==> src/rtl/alu_1bit.sv <==
// ---------------------------------------------------------------------------
// alu_1bit
//
// Purpose:
//   This is a single-bit ALU slice, the building block of the 32-bit MIPS ALU.
//   A wide ALU is built from N slices, with each slice's c_out wired to the
//   next slice's cin. Operand B can be inverted before use, so one slice
//   covers eight operations:
//     AND, OR, ADD, XOR, a&~b, a|~b, SUB and XNOR.
//   The result bit and the carry-out are both registered. An operation
//   applied at one rising edge shows up on the outputs right after that edge.
//
// Ports:
//   clk    in  1  rising-edge clock
//   rst    in  1  synchronous reset, active-high (clears res and c_out)
//   en     in  1  load enable: 1 = capture the new result, 0 = hold
//   a      in  1  operand A
//   b      in  1  operand B
//   cin    in  1  carry-in (used only by ADD/SUB; the LSB slice ties it
//                 to ctr[2] so that SUB forms a + ~b + 1)
//   ctr    in  3  operation select:
//                   ctr[2]   = invert B
//                   ctr[1:0] = function (AND/OR/ADD/XOR)
//   res    out 1  registered result bit
//   c_out  out 1  registered carry-out (always 0 for logic operations)
// ---------------------------------------------------------------------------
module alu_1bit (
  input  logic       clk,
  input  logic       rst,
  input  logic       en,
  input  logic       a,
  input  logic       b,
  input  logic       cin,
  input  logic [2:0] ctr,
  output logic       res,
  output logic       c_out
);

  // Function codes carried on ctr[1:0]. The B-inversion bit sits above these
  // and is orthogonal to them, so it is not part of the enum.
  typedef enum logic [1:0] {
    FN_AND = 2'b00,
    FN_OR  = 2'b01,
    FN_ADD = 2'b10,
    FN_XOR = 2'b11
  } fnSel_e;

  fnSel_e fnSel;

  logic bb;
  logic sum;
  logic carry;

  logic res_d;
  logic res_q;
  logic cOut_d;
  logic cOut_q;

  assign fnSel = fnSel_e'(ctr[1:0]);

  // Operand conditioning and the full adder.
  // B is optionally inverted first. With cin tied to 1 on the LSB slice,
  // the adder then computes the two's-complement subtraction a + ~b + 1.
  // The carry uses the majority form, so a slice's carry-out is a plain
  // function of its own three adder inputs.
  always_comb begin
    bb    = b ^ ctr[2];
    sum   = a ^ bb ^ cin;
    carry = (a & bb) | (a & cin) | (bb & cin);
  end

  // Function select and next-state for the output registers.
  // Only the ADD path may produce a carry. Logic operations force the
  // carry-out to 0, so that a chain of slices does not see a stale carry.
  // cin takes part only through sum/carry, so logic operations ignore it.
  // Priority at the edge is: reset, then load when en is high, else hold.
  always_comb begin
    res_d  = res_q;
    cOut_d = cOut_q;
    if (en) begin
      cOut_d = 1'b0;
      unique case (fnSel)
        FN_AND: res_d = a & bb;
        FN_OR:  res_d = a | bb;
        FN_ADD: begin
          res_d  = sum;
          cOut_d = carry;
        end
        FN_XOR: res_d = a ^ bb;
        default: res_d = 1'b0;
      endcase
    end
  end

  // Output registers with synchronous reset.
  // Reset wins over en. A result that was pending when rst is sampled high
  // is discarded, and the outputs read 0 from that edge onwards.
  always_ff @(posedge clk) begin
    if (rst) begin
      res_q  <= 1'b0;
      cOut_q <= 1'b0;
    end else begin
      res_q  <= res_d;
      cOut_q <= cOut_d;
    end
  end

  assign res   = res_q;
  assign c_out = cOut_q;

endmodule

==> config.mk <==
export PLATFORM = sky130hd
export DESIGN_NAME = alu_1bit
export DESIGN_NICKNAME = d
export VERILOG_FILES = /design/src/rtl/alu_1bit.sv
export SDC_FILE = /design/constraint.sdc
export NUM_CORES = 1
export LEC_CHECK = 0
export ABC_CLOCK_PERIOD_IN_PS = 3800
export CORE_AREA = 2 2 39 41
export CTS_CLUSTER_SIZE = 12
export DETAILED_ROUTE_END_ITERATION = 8
export DIE_AREA = 0 0 41 43
export GPL_ROUTABILITY_DRIVEN = 0
export PLACE_DENSITY = 0.43
export SLEW_MARGIN = 25
export SYNTH_ARGS = -nofsm -noshare
export SYNTH_HDL_FRONTEND = slang
export SYNTH_SLANG_ARGS = --single-unit
==> constraint.sdc <==
create_clock -name clk -period 3.8 [get_ports clk]
set_clock_uncertainty 0.15 [all_clocks]
set_input_delay 0.57 -clock clk [delete_from_list [all_inputs] [get_ports clk]]
set_output_delay 0.57 -clock clk [all_outputs]
set_load 0.005 [all_outputs]
==> Word-level counts from Yosys, hierarchy flattened <==
Index checks and enable logic that the tools add are counted.
{ "word_totals": {"latchBits": 0, "mem_count": 0, "mem_bits_ro": 0, "mem_bits_rw": 0, "register_bits": 2, "out_inout_bits": 2} }
{ "op_classes": {"n_shift": 0, "eq_ne": 3, "n_bitwise": 9, "div_mod_pow": 0, "n_lt_le_gt_ge": 0, "n_mul": 0, "mux": 2, "reduce_logical": 1, "addsub": 0} }
{ "op_table": {"columns": ["op", "count"], "rows": [
  ["$eq A2 B2 Y1 const B", 2],
  ["$pmux W1 S4", 1],
  ["$and A1 B1 Y1", 3],
  ["$or A1 B1 Y1", 3],
  ["$xor A1 B1 Y1", 3],
  ["$eq A2 B1 Y1 const B", 1],
  ["$logic_not A2 Y1", 1],
  ["$mux W1", 1]
]} }

==> Logic depth before layout (Yosys ltp) <==
{ "depth": {"depth_word": 5, "mapped_depth": 6, "mapped_depth_nobuf": 6} }

==> Least setup slack after synthesis <==
Ideal clock, no wire load.
{ "synth_timing": {"kind": "input -> register", "startpoint": "input ctr[2]", "endpoint": "register res_q, in the netlist res", "path_slack_ns": 1.677, "required_ns": 3.571, "arrival_ns": 1.894, "stages": 5, "setup_ns": 0.079, "cell_sequence": "xor2_1 > inv_1 > fa_1 > mux4_2 > a211oi_2"} }
{ "synth_via": {"elab_chain_cells": 4} }
{ "synth_rtl": {"columns": ["item", "line", "source"], "rows": [
  ["start: declaration", "34", "input logic [2:0] ctr,"],
  ["$xor A1 B1 Y1 (*)", "67", "bb = b ^ ctr[2];"],
  ["$xor A1 B1 Y1", "68, 89", null],
  ["$xor A1 B1 Y1", "68", "sum = a ^ bb ^ cin;"],
  ["$pmux W1 S4 (*)", "82", "unique case (fnSel)"],
  ["end signal: assignment", "103", "res_q <= res_d;"],
  ["end: declaration", "55", "logic res_q;"]
]} }
Every way passes the cells marked *; elsewhere a longest branch is shown, timed or not.
A chain may end at the register's enable or synchronous reset.

==> Final worst setup path <==
{ "layout_timing": {"startpoint": "input b", "endpoint": "register res_q, in the netlist res"} }
{ "layout_via": {"elab_chain_cells": 4} }
{ "layout_rtl": {"columns": ["item", "line", "source"], "rows": [
  ["start: declaration", "32", "input logic b,"],
  ["$xor A1 B1 Y1 (*)", "67", null],
  ["$xor A1 B1 Y1", "68, 89", null],
  ["$xor A1 B1 Y1", "68", null],
  ["$pmux W1 S4 (*)", "82", null]
]} }
Marked as above.

==> metrics.txt <==
Worst R2R Setup Slack=approximately 3.0 ns; Routed WL per cell=between 8 and 9 um; Mapped Cells=17; dpl cells=43; run status=complete, no violations; H-tree Lvls=1; vias in the first global route=about 220; total CTS buffers=3; hold depth=2; # diodes=0; TritonRoute pass-1 iters=2; Setup Fix Bufs, Post-CTS=0; first-pass GRT wire length=between 700 and 800 um; Synth Register Bits=2; clock sinks=2; unrepaired setup endpoints after global routing=false; CTS tree=done; Max Cap Violations=0; via count=170; Iter 0 DRT Violations=4; CP max stage cell=clkdlybuf4s50_1; final hold vios=0; GRT Residual Overflow=0; Worst-Margin Slew=0.220 ns; Vias/cell=roughly 3.7; number of placement rows=14; GR Util All Layers=approximately 7.6%; P&R area growth vs syn=82.6%; Largest stage delay, worst path=approximately 0.48 ns; CTS max path bufs=2; Die ar.=~1800 um2; reg-to-reg startpoint=res$_SDFFE_PP0P_; delay-heaviest family, CP=buffers and inverters; # resized after CTS=0; IO Count=11; post-synthesis area per instance=about 10 um2; Routed WL=between 300 and 400 um; Final nets=44; Final setup viols=0; Final ANT Viol Nets=0; layout cells sized above 1=16.7%; CP Class=input port to flip-flop; most frequent cells in the layout=clkdlybuf4s50_1 (10), inv_1 (5), clkbuf_4 (3); critical-path cell list=clkdlybuf4s50_1 > xor2_1 > inv_1 > fa_1 > mux4_2 > a211oi_2; pwr dens=roughly 310 nW/um2; CP bufs+invs=2; Core ar.=roughly 1400 um2; Pleak=~0.00014 uW; largest net degree at the start of global routing=4; sequential fraction of the synthesis area=approximately 23%; Final Core Density=between 20 and 25%; sink of the worst hold path=c_out$_SDFFE_PP0P_; Worst Path Arrival=2.48 ns; commonest non-fill, non-tap cell in the layout=clkdlybuf4s50_1; minimum clock period=approximately 2.5 ns; port bufs=10; clock latency at the later pin of the worst-skew pair=between 0.2 and 0.25 ns; fin crit share=between 60% and 70%; Max Clk Rate=between 400 and 500 MHz; post-DP HPWL=334 um; normalized max-slew margin=a little under nine tenths; Clock Root Buffer=clkbuf_4; Final Slew Violations=0; Yosys Warn Count=0; worst hold-check path type=flip-flop to flip-flop; synth unique cells=10; CP max FO=2; DRC viols=0; Post-Layout Cell Count=46; startpoint of the worst hold path=c_out$_SDFFE_PP0P_; CP endpoint kind=flip-flop; Critical Path RT=3.80 ns; mapped cell area=173 um2; setup TNS=0 ns; initial antenna violation count=0; post-layout total power=96.8 uW; hold bufs inserted after CTS=0; Die Y=between 40 and 50 um; Initial Util=around 12%; syn_nets=29; Worst IR Drop VDD=0.0000818 V; depth of the most critical reg-to-reg path=2; startpoint types=input port; clk slew on worst S/H paths=about 0.030 ns; Die X=just over 40 um; Worst R2R End=res$_SDFFE_PP0P_; hold_ws=between 0.3 and 0.4 ns
[routing by layer]
| metal | wire length [um] | track usage [%] | vias to the layer above |
|---|---|---|---|
| li1 | - | - | 80 |
| met1 | 150 | 6.47 | 73 |
| met2 | 157 | 10.0 | 13 |
| met3 | 62 | 4.71 | 4 |
| met4 | 21 | 10.0 | 0 |
| met5 | 0 | 0 | - |
[worst min-delay path: cells and delay by family (launching register included)]
family | cells | cell delay (ns)
flops | 1 | 0.32
mux | 1 | 0.07
simple gates | 1 | 0.08
[through the flow]
step	cell area, um2	worst slack, ns
5_1_grt	315	1.20
3_3_place_gp	293	1.16
2_1_floorplan	173	1.68
4_1_cts	315	1.30
6_report	315	1.31
3_5_place_dp	293	1.07
[area by class of cell]
cell class	instances	area, um2
clock buffer	3	22.5
fill	155	1070
multi-input combinational	10	114
sequential	2	40.0
tap	16	20.0
inverter	5	18.8
timing repair buffer	10	100
[logic make-up (layout without fill, tap and decap cells)]
logic type | after synthesis | after routing | synth area share [%]
mux | 2 | 2 | 18.8
xor+xnor | 1 | 1 | 5.07
fa+ha+maj | 3 | 3 | 26.1
buf+inv | 5 | 18 | 10.9
flops | 2 | 2 | 23.2
compound gates | 1 | 1 | 7.25
simple gates | 3 | 3 | 8.70
[Yosys cell counts]
library cell | number | area [um2]
nor3b_1 | 1 | 7.51
fa_1 | 1 | 20.0
nor2_1 | 2 | 7.51
a211oi_2 | 1 | 12.5
mux2i_1 | 1 | 10.0
ha_1 | 2 | 25.0
xor2_1 | 1 | 8.76
dfxtp_1 | 2 | 40.0
inv_1 | 5 | 18.8
mux4_2 | 1 | 22.5
[flip-flops by register name, indices dropped and copies added, names as in the netlist]
signal  flops
c_out       1
res         1
[worst max-delay path by stage]
| stage | start | endpoint | cells after the start |
|---|---|---|---|
| after floorplan | ctr[2] | res$_SDFFE_PP0P_ | 5 |
| after global placement | b | res$_SDFFE_PP0P_ | 6 |
| after detailed placement | b | res$_SDFFE_PP0P_ | 6 |
| after CTS | b | res$_SDFFE_PP0P_ | 6 |
| after global routing | b | res$_SDFFE_PP0P_ | 6 |
| final | b | res$_SDFFE_PP0P_ | 6 |
[power breakdown]
| part | internal [uW] | switching (uW) |
|---|---|---|
| sequential | 22.5 | 0.605 |
| clock | 34.9 | 12.5 |
| combinational | 16.8 | 9.51 |
No activity file was read; power rests on OpenSTA's default activity.
